## config.mk

```make
export PLATFORM = sky130hd
export DESIGN_NAME = fetch_stage
export DESIGN_NICKNAME = d
export VERILOG_FILES = /design/src/rtl/riscv_pkg.sv /design/src/rtl/fetch_pc_gen.sv /design/src/rtl/fetch_stage.sv
export SDC_FILE = /design/constraint.sdc
export NUM_CORES = 1
export LEC_CHECK = 0
export BUFFER_PORTS_ARGS = -buffer_cell sky130_fd_sc_hd__buf_4
export CORE_MARGIN = 2
export CORE_UTILIZATION = 53
export CTS_BUF_LIST = sky130_fd_sc_hd__clkbuf_8
export DETAILED_ROUTE_END_ITERATION = 8
export MAX_ROUTING_LAYER = met4
export PLACE_DENSITY = 0.95
export SYNTH_ARGS = -nofsm -noshare
export SYNTH_HDL_FRONTEND = slang
export SYNTH_SLANG_ARGS = --single-unit
```

## constraint.sdc

```tcl
create_clock -name clk -period 3.65 [get_ports clk]
set_input_delay 0.73 -clock clk [delete_from_list [all_inputs] [get_ports clk]]
set_output_delay 0.73 -clock clk [all_outputs]
set_load 0.02 [all_outputs]
```

## src/rtl/riscv_pkg.sv

```systemverilog
// Shared constants, types and decode helpers for the RISC-V front end.
// Consumed by fetch_stage and fetch_pc_gen.
package riscv_pkg;

    localparam logic [31:0] NOP_INSTR        = 32'h0000_0013;
    localparam logic [6:0]  OPCODE_BRANCH    = 7'b1100011;
    localparam logic [31:0] DEFAULT_RESET_PC = 32'h0000_0000;

    typedef enum logic [1:0] {
        PC_SEQ      = 2'd0,
        PC_HOLD     = 2'd1,
        PC_REDIRECT = 2'd2,
        PC_PREDICT  = 2'd3
    } pc_sel_t;

    // Sign-extended B-type branch offset; bit 0 is always zero.
    function automatic logic [31:0] b_imm(input logic [31:0] instr);
        return {{20{instr[31]}}, instr[7], instr[30:25], instr[11:8], 1'b0};
    endfunction

endpackage

```

## src/rtl/fetch_pc_gen.sv

```systemverilog
// Combinational next-PC selection: redirect, hold, sequential, or predicted.
// Static backward-taken prediction is compiled in with BTFN_PREDICT_EN.
module fetch_pc_gen
    import riscv_pkg::*;
(
    input  logic [31:0] pc,
    input  logic        redirect,
    input  logic [29:0] redirect_word,
    input  logic        halt,
    input  logic        stall,
`ifdef BTFN_PREDICT_EN
    input  logic [31:0] instr,
`endif
    output logic [31:0] next_pc,
    output logic        pred_taken
);

    pc_sel_t     sel;
    logic [31:0] seq_pc;

    assign seq_pc = pc + 32'd4;

`ifdef BTFN_PREDICT_EN
    logic back_branch;
    assign back_branch = (instr[6:0] == OPCODE_BRANCH) && instr[31];
`endif

    // Source priority: redirect beats any hold; out-of-range halt and stall both freeze pc.
    always_comb begin
        sel = PC_SEQ;
        if (redirect) begin
            sel = PC_REDIRECT;
        end else if (halt || stall) begin
            sel = PC_HOLD;
`ifdef BTFN_PREDICT_EN
        end else if (back_branch) begin
            sel = PC_PREDICT;
`endif
        end else begin
            sel = PC_SEQ;
        end
    end

    // Map the selected source onto the next PC and prediction flag.
    always_comb begin
        next_pc    = seq_pc;
        pred_taken = 1'b0;
        case (sel)
            PC_REDIRECT: next_pc = {redirect_word, 2'b00};
            PC_HOLD:     next_pc = pc;
`ifdef BTFN_PREDICT_EN
            PC_PREDICT: begin
                next_pc    = pc + b_imm(instr);
                pred_taken = 1'b1;
            end
`endif
            default: begin
                next_pc    = seq_pc;
                pred_taken = 1'b0;
            end
        endcase
    end

endmodule

```

## src/rtl/fetch_stage.sv

```systemverilog
// PC register and IF/ID pipeline register with stall, redirect and out-of-range halt.
// Optional static prediction: define BTFN_PREDICT_EN.
module fetch_stage
    import riscv_pkg::*;
#(
    parameter logic [31:0] RESET_PC   = DEFAULT_RESET_PC,
    parameter int          IMEM_DEPTH = 32
)
(
    input  logic        clk,
    input  logic        reset,
    input  logic        stall,
    input  logic        redirect,
    input  logic [31:0] redirect_pc,
    output logic [31:0] imem_addr,
    input  logic [31:0] imem_instr,
    output logic        ifid_valid,
    output logic [31:0] ifid_instr,
    output logic [31:0] ifid_pc,
    output logic        ifid_pred_taken,
    output logic        fetch_misaligned,
    output logic        fetch_oob
);

    localparam logic [31:0] DEPTH_WORDS = 32'(IMEM_DEPTH);

    logic [31:0] pc;
    logic [31:0] next_pc;
    logic        pred_taken;
    logic        pc_oob;
    logic        target_oob;
    logic        halt;

    assign imem_addr  = pc;
    assign pc_oob     = {2'b00, pc[31:2]} >= DEPTH_WORDS;
    assign target_oob = {2'b00, redirect_pc[31:2]} >= DEPTH_WORDS;
    // Once halted, the sticky flag keeps fetch frozen even though pc itself is unchanged.
    assign halt       = fetch_oob | pc_oob;

    fetch_pc_gen u_pc_gen (
        .pc            (pc),
        .redirect      (redirect),
        .redirect_word (redirect_pc[31:2]),
        .halt          (halt),
        .stall         (stall),
`ifdef BTFN_PREDICT_EN
        .instr         (imem_instr),
`endif
        .next_pc       (next_pc),
        .pred_taken    (pred_taken)
    );

    // PC and IF/ID registers: reset > redirect > halt > stall > fetch.
    always_ff @(posedge clk) begin
        if (reset) begin
            pc               <= RESET_PC;
            ifid_valid       <= 1'b0;
            ifid_instr       <= NOP_INSTR;
            ifid_pc          <= 32'h0000_0000;
            ifid_pred_taken  <= 1'b0;
            fetch_misaligned <= 1'b0;
            fetch_oob        <= 1'b0;
        end else if (redirect) begin
            pc               <= next_pc;
            ifid_valid       <= 1'b0;
            ifid_instr       <= NOP_INSTR;
            ifid_pred_taken  <= 1'b0;
            fetch_misaligned <= (redirect_pc[1:0] != 2'b00);
            fetch_oob        <= fetch_oob & target_oob;
        end else if (halt) begin
            pc               <= next_pc;
            ifid_valid       <= 1'b0;
            ifid_instr       <= NOP_INSTR;
            ifid_pred_taken  <= 1'b0;
            fetch_misaligned <= 1'b0;
            fetch_oob        <= 1'b1;
        end else if (stall) begin
            fetch_misaligned <= 1'b0;
        end else begin
            pc               <= next_pc;
            ifid_valid       <= 1'b1;
            ifid_instr       <= imem_instr;
            ifid_pc          <= pc;
            ifid_pred_taken  <= pred_taken;
            fetch_misaligned <= 1'b0;
        end
    end

endmodule

```

==> metrics.cfg, run 1 <==
[drt]
postRouteAntennaNets=0
vias_per_cell=5.01
drt-pass1-iter-count=4
wire_per_inst_um=14.4
drc_errors=0
drt-initial-drc-count=98
vias=3028
wirelength_mm=8.71

[setup_path]
arrival_ns=2.71
crit_path_start=imem_addr[7]
crit_path_cell_trace=nor4_2, nand4_2, or4_4, a211o_1
cp_max_fo=33
r2r-start=imem_addr[7]
crit_family=simple AND/OR/NAND/NOR gates
cp.buffers_inverters=0
slowest_delay_ns=0.94
critical_path.endpoint_type=flop
critPathKind=flop to flop
worstSetupStartpointType=flop
cp_slowest_cell=or4_4
required_ns=3.90

[yosys]
synth_area_leaders=dfxtp_1 (50%), mux2i_1 (14%), nor2_4 (8.5%)
synth_top_area_share_pct=49.6
syn_inst=349
syn_avg_cell_area_um2=11.0
synth-edff-count=0
syn_area_um2=3840
synth_ff_type=dfxtp_1
yosysUniqueCellTypes=42
synth-async-reset-ratio_pct=0
ys_ff_latch=95
ys_warn_count=0
seq_area_frac_synth_pct=49.6
synth_largest_area_cell=dfxtp_1

[layout]
layout_commonest_cell=buf_4
drive_above_1_share_pct=43.6
final_cells=604
num_antenna_cells=0
fin_util_pct=72.9
syn_to_final_growth_pct=35.6
fin_nets=570
multiInputGateArea_um2=1720
fill_cells=543
mostFrequentLayoutCells=buf_4 (163), dfxtp_1 (95), mux2i_1 (53)
regArea_um2=1900

[grt]
grt_usage_pct=21.7
met1_usage_pct=25.2
grt_pass1_wl_mm=13.0
grt_use_met3_pct=4.80
first_global_vias=2786
grt_max_degree=46
antenna_found_initial=0
grt_util_met2_pct=36.9
grt-busiest-layer=met2
grt_overflow_total=0

[clock_network]
clk_pin_slew_ns=0.09
clockBufferDepth=2
cts_hold_buf=0
cts_max_level=3
cts_buffers=9
ctsResizeCount=0
cts_root_buffer=clkbuf_8
clk_latency_ns=0.35
cts_tree=done
post_cts_buffers=0
clock_sinks=95

[die]
top_level_ports=168
die_x_um=89.1
die_h_um=89.1
rows=31
start_util_pct=53.8
core-area_um2=7140
die-area_um2=7930

[placement]
finalWeightedCongestion=0.830
dp_hpwl_mm=6.53
portBuffers=162
placed_cells=588
dp_slack_ns=1.11

[timing]
post-route-min-period_ns=2.47
setup_viol_count_final=0
fin_setup_tns_ns=0
worstMarginPinSlew_ns=0.878
hold_viol=0
fin_crit_sh_pct=67.6
slew_viol_final=0
fin_skew_ns=0.00759
max_freq_ghz=0.405
relSlewSlack_pct=41.4
rsz0062_at_grt=false
setup_ws_ns=1.18

[min_path]
worst_hold_startpoint=ifid_pc[28]
min-delay-path-class=flop to flop

[power]
power.density_nw_per_um2=392
p_leak_uw=0.00238
peakVddDrop_mv=0.287
total_power_uw=2040

[status]
outcome=finished clean

[run]
drv_cap=0

==> final timing paths <==
kind	slack (ns)	end	depth (start not counted)
worst max-delay path	1.18	ifid_instr[1]	4
worst min register to register	0.47	ifid_pc[28]	1
worst min-delay path	0.47	ifid_pc[28]	1
worst max register to register	1.18	ifid_instr[1]	4
==> power breakdown <==
part           switching [uW]  internal, uW  leakage (uW)
clock network             368           341      0.000109
logic                     133           120       0.00150
registers                23.0          1060      0.000772
total                     524          1520       0.00238
==> per-layer routing <==
layer / part of all wire (%) / wire [um]
met3: 7.5 / 651
met4: 1.2 / 105
met2: 50 / 4370
met1: 41 / 3580
met5: 0 / 0
==> through the flow <==
| stage | cell area (um^2) | hold slack, ns |
|---|---|---|
| global route | 5200 | 0.486 |
| CTS | 5200 | 0.472 |
| floorplan | 3850 | 0.538 |
| detailed placement | 5000 | 0.445 |
| global placement | 5000 | 0.443 |
| finish | 5200 | 0.465 |
==> synthesized netlist by cell type (2+ instances only) <==
library cell / instances
buf_6: 3
buf_1: 4
nor3_1: 2
nor2b_1: 2
and2_1: 25
nand3_1: 8
dfxtp_1: 95
a21oi_1: 12
mux2i_1: 53
nor4_1: 6
nand4_1: 4
and2b_2: 3
buf_12: 3
inv_1: 8
a211o_1: 4
nor4_2: 6
buf_4: 5
nor2_1: 33
ha_1: 2
nor2_4: 29
and3_1: 4
o21ai_0: 8
clkbuf_1: 11
==> sequential cells by signal, summed over array words and instances (netlist names) <==
| signal | flops |
|---|---|
| ifid_pc | 30 |
| ifid_valid | 1 |
| imem_addr | 30 |
| ifid_instr | 32 |
| fetch_misaligned | 1 |
| fetch_oob | 1 |
==> worst reg2reg max path: stages (launching register included) <==
cell and delay (ns):
dfxtp_1 0.34, nor4_2 0.38, nand4_2 0.30, or4_4 0.94
a211o_1 0.40
==> kinds of logic (layout without fill, tap and decap cells) <==
group                    count (synthesis)  after routing  synth area share [%]
adder cells (fa/ha/maj)                  2              2                 0.652
AND/OR/NAND/NOR                        131            131                  24.6
multiplexers                            53             53                  13.8
other                                    1              5                0.0978
AO/OA/AOI/OAI                           32             32                  5.25
flip-flops                              95             95                  49.6
buffers and inverters                   35            187                  6.03
==> layout make-up <==
cell class	instances	share of cell area, %
well taps	99	2.38
inverters	8	0.577
clock inverters	6	1.32
repair buffers	163	23.5
clock buffers	10	2.64
multi-input cells	223	33.0
flip-flops and latches	95	36.5
No activity file was read; power rests on OpenSTA's default activity.
==> run 2, diff against run 1 <==
Settings changed: CORE_UTILIZATION 53 to 44, PLACE_DENSITY 0.95 to 0.85.
Clock period 3.65 ns to 2.1 ns, I/O delays scaled along.
==> run 2 against run 1 <==
  * Clock skew is 0.0027 ns higher
  * Sequential share of layout area is 0.52 points lower
  * Flip-flop and latch count stayed put
  * Cell area is 1.4% higher
  * Clock-buffer cell count is 1 lower
==> metrics.cfg, run 2 (synthesized netlist as in run 1, its figures left out) <==
[grt]
grt_usage_pct=19.8  ; -2.0 points
grt_util_met2_pct=33.2  ; -3.7 points
met1_usage_pct=24.2  ; -1.0 points
first_global_vias=3026  ; +8.6%
grt_pass1_wl_mm=15.0  ; +15%
grt_use_met3_pct=4.17  ; -0.63 points
antenna_found_initial=0  ; unchanged
grt_max_degree=44  ; -4.3%
grt_overflow_total=0  ; unchanged
grt-busiest-layer=met2

[setup_path]
cp-endpoint=ifid_instr[19]
worstSetupStartpointType=flop
cp_max_fo=15  ; -55%
r2r-end=ifid_instr[19]
critical_path.endpoint_type=flop
required_ns=2.39  ; -1.51 ns
reg2reg_depth=5  ; +1
regToRegSetupSlack_ns=0.12  ; -1.06 ns
critPathKind=flop to flop
crit_path_start=imem_addr[13]
arrival_ns=2.27  ; -0.44 ns
r2r-start=imem_addr[13]

[run]
drv_cap=0  ; unchanged

[die]
rows=34  ; +9.7%
die-area_um2=9480  ; +20%
start_util_pct=44.6  ; -9.1 points
die_h_um=97.4  ; +9.3%
die_x_um=97.4  ; +9.3%
top_level_ports=168  ; unchanged
core-area_um2=8590  ; +20%

[placement]
dp_hpwl_mm=7.06  ; +8.1%
portBuffers=162  ; unchanged
finalWeightedCongestion=0.819  ; -1.3%
place_area_um2=5080  ; +1.6%
dp_slack_ns=-0.0805  ; -1.19 ns

[timing]
fin_skew_ns=0.0103  ; +0.00274 ns
relSlewSlack_pct=50.7  ; +9.3 points
worstMarginPinSlew_ns=0.740  ; -0.139 ns
rsz0062_at_grt=false
fin_crit_sh_pct=94.0  ; +26 points
max_freq_ghz=0.506  ; +25%
hold_viol=0  ; unchanged
slew_viol_final=0  ; unchanged
setup_ws_ns=0.125  ; -1.06 ns
setup_viol_count_final=0  ; unchanged
post-route-min-period_ns=1.98  ; -0.493 ns

[clock_network]
cts_tree=done
cts_max_level=3  ; unchanged
cts_root_buffer=clkbuf_8
clk_pin_slew_ns=0.10  ; about the same
post_cts_buffers=0  ; unchanged
clockBufferDepth=2  ; unchanged
clock_sinks=95  ; unchanged
ctsResizeCount=1  ; +1
cts_hold_buf=0  ; unchanged
cts_buffers=9  ; unchanged
clk_latency_ns=0.36  ; about the same

[drt]
vias=3063  ; +1.2%
drt-pass1-iter-count=4  ; unchanged
vias_per_cell=4.92  ; -1.8%
postRouteAntennaNets=0  ; unchanged
wire_per_inst_um=15.0  ; +4.4%
wirelength_mm=9.36  ; +7.5%
drt-initial-drc-count=104  ; +6.1%
drc_errors=0  ; unchanged

[layout]
layout_commonest_cell=buf_4
syn_to_final_growth_pct=37.6
fin_nets=579  ; +1.6%
regMostFlops=ifid_instr
mostFrequentLayoutCells=buf_4 (172), dfxtp_1 (95), mux2i_1 (53)
final_area_um2=5280  ; +1.4%
drive_above_1_share_pct=44.9  ; +1.4 points
num_antenna_cells=0  ; unchanged
largest_register_ffs=32  ; unchanged

[power]
peakVddDrop_mv=0.393  ; +37%
p_leak_uw=0.00241  ; +1.3%
power.density_nw_per_um2=668  ; +70%

[status]
outcome=finished clean

[min_path]
min-delay-path-class=input port to flop

## run 2: changes by cell type in the layout (fill, tap and decap cells not counted), sizes merged
cell      delta
buf          +9
bufinv       -1
clkbuf       -1
clkinvlp     +1
inv          +1
## run 2: power breakdown
| part | total (uW) | internal [uW] | switching [uW] |
|---|---|---|---|
| Combinational | 459 | 223 | 236 |
| Clock | 1190 | 472 | 716 |
| Sequential | 1880 | 1840 | 40.6 |
## run 2: worst min path at each step
stage                  endpoint  slack (ns)      startpoint  cells past startpoint
2_1_floorplan  fetch_misaligned        0.54  redirect_pc[0]                      2
3_3_place_gp         ifid_pc[7]        0.45      ifid_pc[7]                      1
4_1_cts        fetch_misaligned        0.24  redirect_pc[0]                      3
3_5_place_dp        ifid_pc[11]        0.45     ifid_pc[11]                      1
5_1_grt        fetch_misaligned        0.26  redirect_pc[0]                      3
6_report       fetch_misaligned        0.26  redirect_pc[0]                      3
## run 2: layout make-up
type,count,area [um^2]
clock buffer,9,124
clock inverter,7,75.1
fill,734,3310
inverter,8,30.0
multi-input combinational,223,1720
sequential,95,1900
tap,108,135
timing repair buffer,172,1290
## run 2: critical path, cell delays in order, from the launching register on
cell and delay [ns]:
dfxtp_1 0.35, nor4_2 0.37, nand4_2 0.20, or4_4 0.56
buf_4 0.29, nor2_4 0.14
## run 2: routing by layer
layer  vias to the layer above  share of wire [%]  wire, um
met2                       124                 50      4690
met5                         -                  0         0
li1                       1508                  -         -
met3                         8                6.4       603
met1                      1423                 42      3980
met4                         0               0.95        89
## run 2: through the flow
stage                     setup TNS [ns]  utilization (%)  power [uW]  std cells  hold WS [ns]
after floorplan                        0                -        2170        353         0.536
after global placement                 0             59.1        2360        606         0.446
after detailed placement           -1.52             59.1        2380        606         0.447
after CTS                              0             61.4        3580        622         0.238
after global routing                   0             61.4        3690        622         0.264
final                                  0             61.4        3530        622         0.258
